**src/rtl/cpu_pkg.sv**
```systemverilog
// Shared CPU datapath definitions: word width, divider FSM states and constants.
package cpu_pkg;

  localparam int WORD_SIZE = 19;

  typedef logic [WORD_SIZE-1:0] word_t;

  typedef enum logic [1:0] {
    IDLE,
    CALC,
    DONE
  } div_state_t;

  // Quotient reported when the divisor is zero.
  localparam word_t DIV_ZERO_QUOTIENT = '1;

  // Step counter wide enough to count WORD_SIZE restoring steps.
  localparam int STEP_CNT_W = $clog2(WORD_SIZE);
  typedef logic [STEP_CNT_W-1:0] step_cnt_t;
  localparam step_cnt_t LAST_STEP = step_cnt_t'(WORD_SIZE - 1);

endpackage

```
**src/rtl/div_step.sv**
```systemverilog
// One restoring-division step: shift in the next dividend bit, trial-subtract
// the divisor, keep the difference when it does not borrow.
module div_step
  import cpu_pkg::*;
(
  input  logic [WORD_SIZE:0]   partial,
  input  logic                 dq_msb,
  input  logic [WORD_SIZE-1:0] divisor,
  output logic [WORD_SIZE:0]   partial_next,
  output logic                 q_bit
);

  logic [WORD_SIZE:0]   shifted;
  logic [WORD_SIZE+1:0] diff;

  // Trial subtraction; a set partial MSB means the shifted value already
  // exceeds any divisor, so subtraction is forced (never happens while the
  // partial remainder stays below the divisor).
  always_comb begin
    shifted      = {partial[WORD_SIZE-1:0], dq_msb};
    diff         = {1'b0, shifted} - {2'b00, divisor};
    q_bit        = ~diff[WORD_SIZE+1] | partial[WORD_SIZE];
    partial_next = q_bit ? diff[WORD_SIZE:0] : shifted;
  end

endmodule

```
**src/rtl/seq_divider.sv**
```systemverilog
// Sequential restoring unsigned divider, one quotient bit per clock, with
// valid/ready request and result handshakes.
module seq_divider
  import cpu_pkg::*;
(
  input  logic                 clk,
  input  logic                 rst,
  input  logic                 start_valid,
  output logic                 start_ready,
  input  logic [WORD_SIZE-1:0] dividend,
  input  logic [WORD_SIZE-1:0] divisor,
  output logic                 result_valid,
  input  logic                 result_ready,
  output logic [WORD_SIZE-1:0] quotient,
  output logic [WORD_SIZE-1:0] remainder,
  output logic                 div_by_zero
);

  div_state_t         state_q, state_d;
  word_t              dq_q, dq_d;
  word_t              divisor_q, divisor_d;
  logic [WORD_SIZE:0] partial_q, partial_d;
  step_cnt_t          count_q, count_d;
  word_t              quotient_q, quotient_d;
  word_t              remainder_q, remainder_d;
  logic               dbz_q, dbz_d;

  logic [WORD_SIZE:0] step_partial;
  logic               step_q_bit;
  logic               accept;
  logic               last_step;

  div_step u_div_step (
    .partial      (partial_q),
    .dq_msb       (dq_q[WORD_SIZE-1]),
    .divisor      (divisor_q),
    .partial_next (step_partial),
    .q_bit        (step_q_bit)
  );

  assign accept    = start_valid && (state_q == IDLE);
  assign last_step = (count_q == LAST_STEP);

  // FSM state register; reset discards any in-flight operation.
  always_ff @(posedge clk or posedge rst) begin
    if (rst) begin
      state_q <= IDLE;
    end else begin
      state_q <= state_d;
    end
  end

  // Next-state logic: zero divisor skips the step loop entirely.
  always_comb begin
    state_d = state_q;
    case (state_q)
      IDLE: begin
        if (accept) begin
          state_d = (divisor == '0) ? DONE : CALC;
        end
      end
      CALC: begin
        if (last_step) begin
          state_d = DONE;
        end
      end
      DONE: begin
        if (result_ready) begin
          state_d = IDLE;
        end
      end
      default: state_d = IDLE;
    endcase
  end

  // Handshake outputs are pure decodes of the registered state.
  always_comb begin
    start_ready  = (state_q == IDLE);
    result_valid = (state_q == DONE);
  end

  // Datapath next values: operand capture, per-step shift, result capture.
  always_comb begin
    dq_d        = dq_q;
    divisor_d   = divisor_q;
    partial_d   = partial_q;
    count_d     = count_q;
    quotient_d  = quotient_q;
    remainder_d = remainder_q;
    dbz_d       = dbz_q;
    if (accept) begin
      dq_d      = dividend;
      divisor_d = divisor;
      partial_d = '0;
      count_d   = '0;
      if (divisor == '0) begin
        quotient_d  = DIV_ZERO_QUOTIENT;
        remainder_d = dividend;
        dbz_d       = 1'b1;
      end
    end else if (state_q == CALC) begin
      dq_d      = {dq_q[WORD_SIZE-2:0], step_q_bit};
      partial_d = step_partial;
      count_d   = count_q + step_cnt_t'(1);
      if (last_step) begin
        quotient_d  = {dq_q[WORD_SIZE-2:0], step_q_bit};
        remainder_d = step_partial[WORD_SIZE-1:0];
        dbz_d       = 1'b0;
      end
    end
  end

  // Datapath and result registers; results clear on reset.
  always_ff @(posedge clk or posedge rst) begin
    if (rst) begin
      dq_q        <= '0;
      divisor_q   <= '0;
      partial_q   <= '0;
      count_q     <= '0;
      quotient_q  <= '0;
      remainder_q <= '0;
      dbz_q       <= 1'b0;
    end else begin
      dq_q        <= dq_d;
      divisor_q   <= divisor_d;
      partial_q   <= partial_d;
      count_q     <= count_d;
      quotient_q  <= quotient_d;
      remainder_q <= remainder_d;
      dbz_q       <= dbz_d;
    end
  end

  assign quotient    = quotient_q;
  assign remainder   = remainder_q;
  assign div_by_zero = dbz_q;

endmodule

```
**config.mk**
```make
export PLATFORM = sky130hd
export DESIGN_NAME = seq_divider
export DESIGN_NICKNAME = d
export VERILOG_FILES = /design/src/rtl/cpu_pkg.sv /design/src/rtl/div_step.sv /design/src/rtl/seq_divider.sv
export SDC_FILE = /design/constraint.sdc
export NUM_CORES = 1
export LEC_CHECK = 0
export ABC_CLOCK_PERIOD_IN_PS = 4690
export CAP_MARGIN = 10
export CORE_UTILIZATION = 57
export CTS_BUF_LIST = sky130_fd_sc_hd__clkbuf_8
export CTS_CLUSTER_DIAMETER = 80
export DETAILED_ROUTE_END_ITERATION = 16
export PLACE_DENSITY = 0.84
export REMOVE_ABC_BUFFERS = 1
export SYNTH_ARGS = -nofsm -noshare
export SYNTH_HDL_FRONTEND = slang
export SYNTH_SLANG_ARGS = --single-unit
```
**constraint.sdc**
```tcl
create_clock -name clk -period 4.69 [get_ports clk]
set_input_delay 1.1725 -clock clk [delete_from_list [all_inputs] [get_ports clk]]
set_output_delay 1.1725 -clock clk [all_outputs]
set_load 0.02 [all_outputs]
```
==> impl_metrics.json <==
{
  "grt_overflow": 0,
  "drive_gt1_share_pct": 6.989,
  "synth-edff-count": 0,
  "io_buffers": 82,
  "synth_compound_area_share_pct": 24.82,
  "cts-root-buf": "clkbuf_8",
  "ant_nets": 0,
  "grt_pass1_vias": 5287,
  "hold_viol_final": 0,
  "yosys.area_share.xor_xnor_pct": 1.785,
  "synth_top_family_by_area": "compound AO/OA/AOI/OAI gates",
  "routed_via_density": 6.271,
  "crit_fanout": 21,
  "core_um2": 9910,
  "setup_viol": 0,
  "fin_skew_ps": 18.06,
  "clk_latency_ps": 380,
  "final_max_slew_viol_count": 0,
  "drtPass1Iterations": 5,
  "relSlewSlack_pct": 36.06,
  "cts_resized": 0,
  "avgSynthCellArea_um2": 8.696,
  "antenna_found_initial": 0,
  "worst-setup-path-type": "in -> reg",
  "grt_pass1_wl_um": 25970,
  "max_freq_mhz": 276.1,
  "num-fill-cells": 784,
  "cp.required_ps": 4990,
  "path_clk_slew_ps": 110,
  "syn_area_um2": 5887,
  "end_kind": "flip-flop",
  "globalplace.congestion": 0.9423,
  "start_kind": "input pin",
  "finalCriticalPeriod_ps": 3622,
  "die-area_um2": 10740,
  "synth.top_cells.by_area": "dfrtp_1 (44%), nand2_1 (7.6%), o21ai_0 (6.2%)",
  "cp_slowest_cell": "nand2_1",
  "slowest_delay_ps": 600,
  "syn_to_final_growth_pct": 19.15,
  "fin_crit_sh_pct": 77.22,
  "dp_hpwl_um": 11180,
  "cts_made_buffers": 9,
  "ioPinCount": 83,
  "yosysTopAreaCellShare_pct": 44.21,
  "vias": 5500,
  "wl_per_cell_um": 17.84,
  "postCtsSetupBuffers": 0,
  "synth_largest_area_cell": "dfrtp_1",
  "cap_violations": 0,
  "synth-seq-cells": 104,
  "crit_family": "simple AND/OR/NAND/NOR gates",
  "async_flop_share_pct": 100.0,
  "fin_tns_setup_ps": 0,
  "worst_slew_pin_slew_ps": 959.1,
  "synth_cells": 677,
  "synth.distinct_cells": 68,
  "crit_buf_inv": 2,
  "htreeDepth": 3,
  "num_antenna_cells": 0,
  "cts_buffer_depth": 2,
  "status": "finished, final reports clean",
  "wirelength_um": 15650,
  "initial_utilization_pct": 59.41,
  "fp-row-count": 36,
  "die_w_um": 103.6,
  "path_cells": "clkdlybuf4s50_1 -> nor4_1 -> nand4_1 -> or3_1 -> buf_4 -> nand2_1 -> o22ai_1 -> a21oi_1",
  "fin_nets": 803,
  "crit_arrival_ps": 3920,
  "cts.sinks": 104,
  "synthAdderAreaFrac_pct": 4.803,
  "drtIter0Drc": 360,
  "cts_tree": "yes",
  "drcViolationCount": 0,
  "hold_buffers": 0,
  "synth.mux.area_fraction_pct": 1.892,
  "ys_seq_area_share_pct": 44.21,
  "track_usage_pct": 29.88,
  "grt_max_degree": 72,
  "rsz0062_at_grt": "false",
  "ys.flop_type": "dfrtp_1",
  "yosys.area_share.simple_pct": 17.62,
  "yosysWarningCount": 0,
  "die_h_um": 103.6,
  "hp-class": "reg -> reg"
}
cells in the mapped netlist (3+ instances only):
cell type,instances
a21o_1,8
a21oi_1,60
a22oi_1,20
a2bb2oi_1,3
a31oi_1,8
and2_1,3
and3_1,4
buf_2,10
buf_4,3
clkbuf_1,28
dfrtp_1,104
ha_1,21
inv_1,28
mux2i_1,10
nand2_1,119
nand2b_1,6
nand3_1,11
nand4_1,8
nor2_1,41
nor2b_1,4
nor3_1,8
nor4_1,5
o211ai_1,5
o21a_1,3
o21ai_0,73
o21ai_1,9
o21bai_1,3
o22ai_1,9
or3_1,3
xnor2_1,9
xor2_1,3
layer usage:
metal / routed length, um / GRT usage (%)
met5: 0 / 0
met4: 441 / 12.22
met3: 1140 / 3.587
met2: 7453 / 48.37
met1: 6611 / 40.89
logic make-up after synthesis:
logic type,Yosys count
flops,104
mux,11
compound gates,232
xor+xnor,12
buf+inv,70
fa+ha+maj,22
simple gates,226
registers in the layout, indices dropped and copies added (netlist names):
name         count
count_q          5
div_by_zero      1
divisor_q       19
dq_q            19
partial_q       20
quotient        19
remainder       19
state_q          2
layout make-up:
class | instances | area, um^2 | area share (%)
clock buffers | 9 | 123.9 | 1.766
multi-input cells | 503 | 3015 | 42.99
flip-flops and latches | 104 | 2603 | 37.10
well taps | 133 | 166.4 | 2.372
repair buffers | 93 | 903.4 | 12.88
clock inverters | 7 | 95.09 | 1.356
inverters | 28 | 107.6 | 1.534
cell usage in the layout, fill, tap and decap left out, types with 3 or more instances in the layout:
cell | netlist | layout
o211ai_1 | 5 | 5
o21ai_0 | 73 | 73
xor2_1 | 3 | 3
o21a_1 | 3 | 3
and3_1 | 4 | 4
o21bai_1 | 3 | 3
mux2i_1 | 10 | 10
nor2b_1 | 4 | 3
nor3_1 | 8 | 7
nand3_1 | 11 | 11
a31oi_1 | 8 | 8
nor2_1 | 41 | 41
a2bb2oi_1 | 3 | 3
nand2b_1 | 6 | 6
a21oi_1 | 60 | 60
or3_1 | 3 | 3
dfrtp_1 | 104 | 104
o22ai_1 | 9 | 9
inv_1 | 28 | 27
nor3_2 | 2 | 3
xnor2_1 | 9 | 9
clkbuf_8 | 0 | 9
a21o_1 | 8 | 8
nor4_1 | 5 | 5
nand4_1 | 8 | 8
o21ai_1 | 9 | 9
buf_4 | 3 | 11
clkdlybuf4s50_1 | 0 | 82
nand2_1 | 119 | 119
a22oi_1 | 20 | 20
ha_1 | 21 | 21
worst register-to-register path, cell delays in order (launching register included):
cell and delay, ps:
dfrtp_1 480, ha_1 400, a21oi_1 240, o21a_2 240
o211ai_4 140, o31ai_4 830, buf_4 350, nor4_2 80
xnor2_1 140, o21ai_1 70
path summary, 6_finish.rpt:
kind                                           start                         to  slack (ps)  cells after the start
max in group asynchronous                        rst   quotient[18]$_DFFE_PP0P_        2580                      3
hold reg to reg             divisor_q[0]$_DFFE_PP0P_   divisor_q[0]$_DFFE_PP0P_         500                      2
setup / recovery                         divisor[14]   remainder[3]$_DFFE_PP0P_        1070                      8
setup reg to reg           partial_q[14]$_DFFE_PP0P_  partial_q[19]$_DFFE_PP0P_        1580                      9
hold / removal              divisor_q[0]$_DFFE_PP0P_   divisor_q[0]$_DFFE_PP0P_         500                      2
min in group asynchronous                        rst     count_q[2]$_DFFE_PP0P_        1320                      2
metrics by stage:
stage                     hold WS [ps]  std cells  util [%]  setup WS, ps  instance area, um^2
final                            503.8        877     70.78          1068                 7014
after floorplan                  452.3        635         -         752.6                 5705
after detailed placement         480.3        861     68.57         755.7                 6795
after global routing             518.1        877     70.78         831.7                 7014
after CTS                        505.8        877     70.78          1157                 7014
after global placement           472.3        861     68.57         880.7                 6795
Power is not shown: default switching activity piles up to over one toggle a cycle in this logic, so the estimate is an artifact.
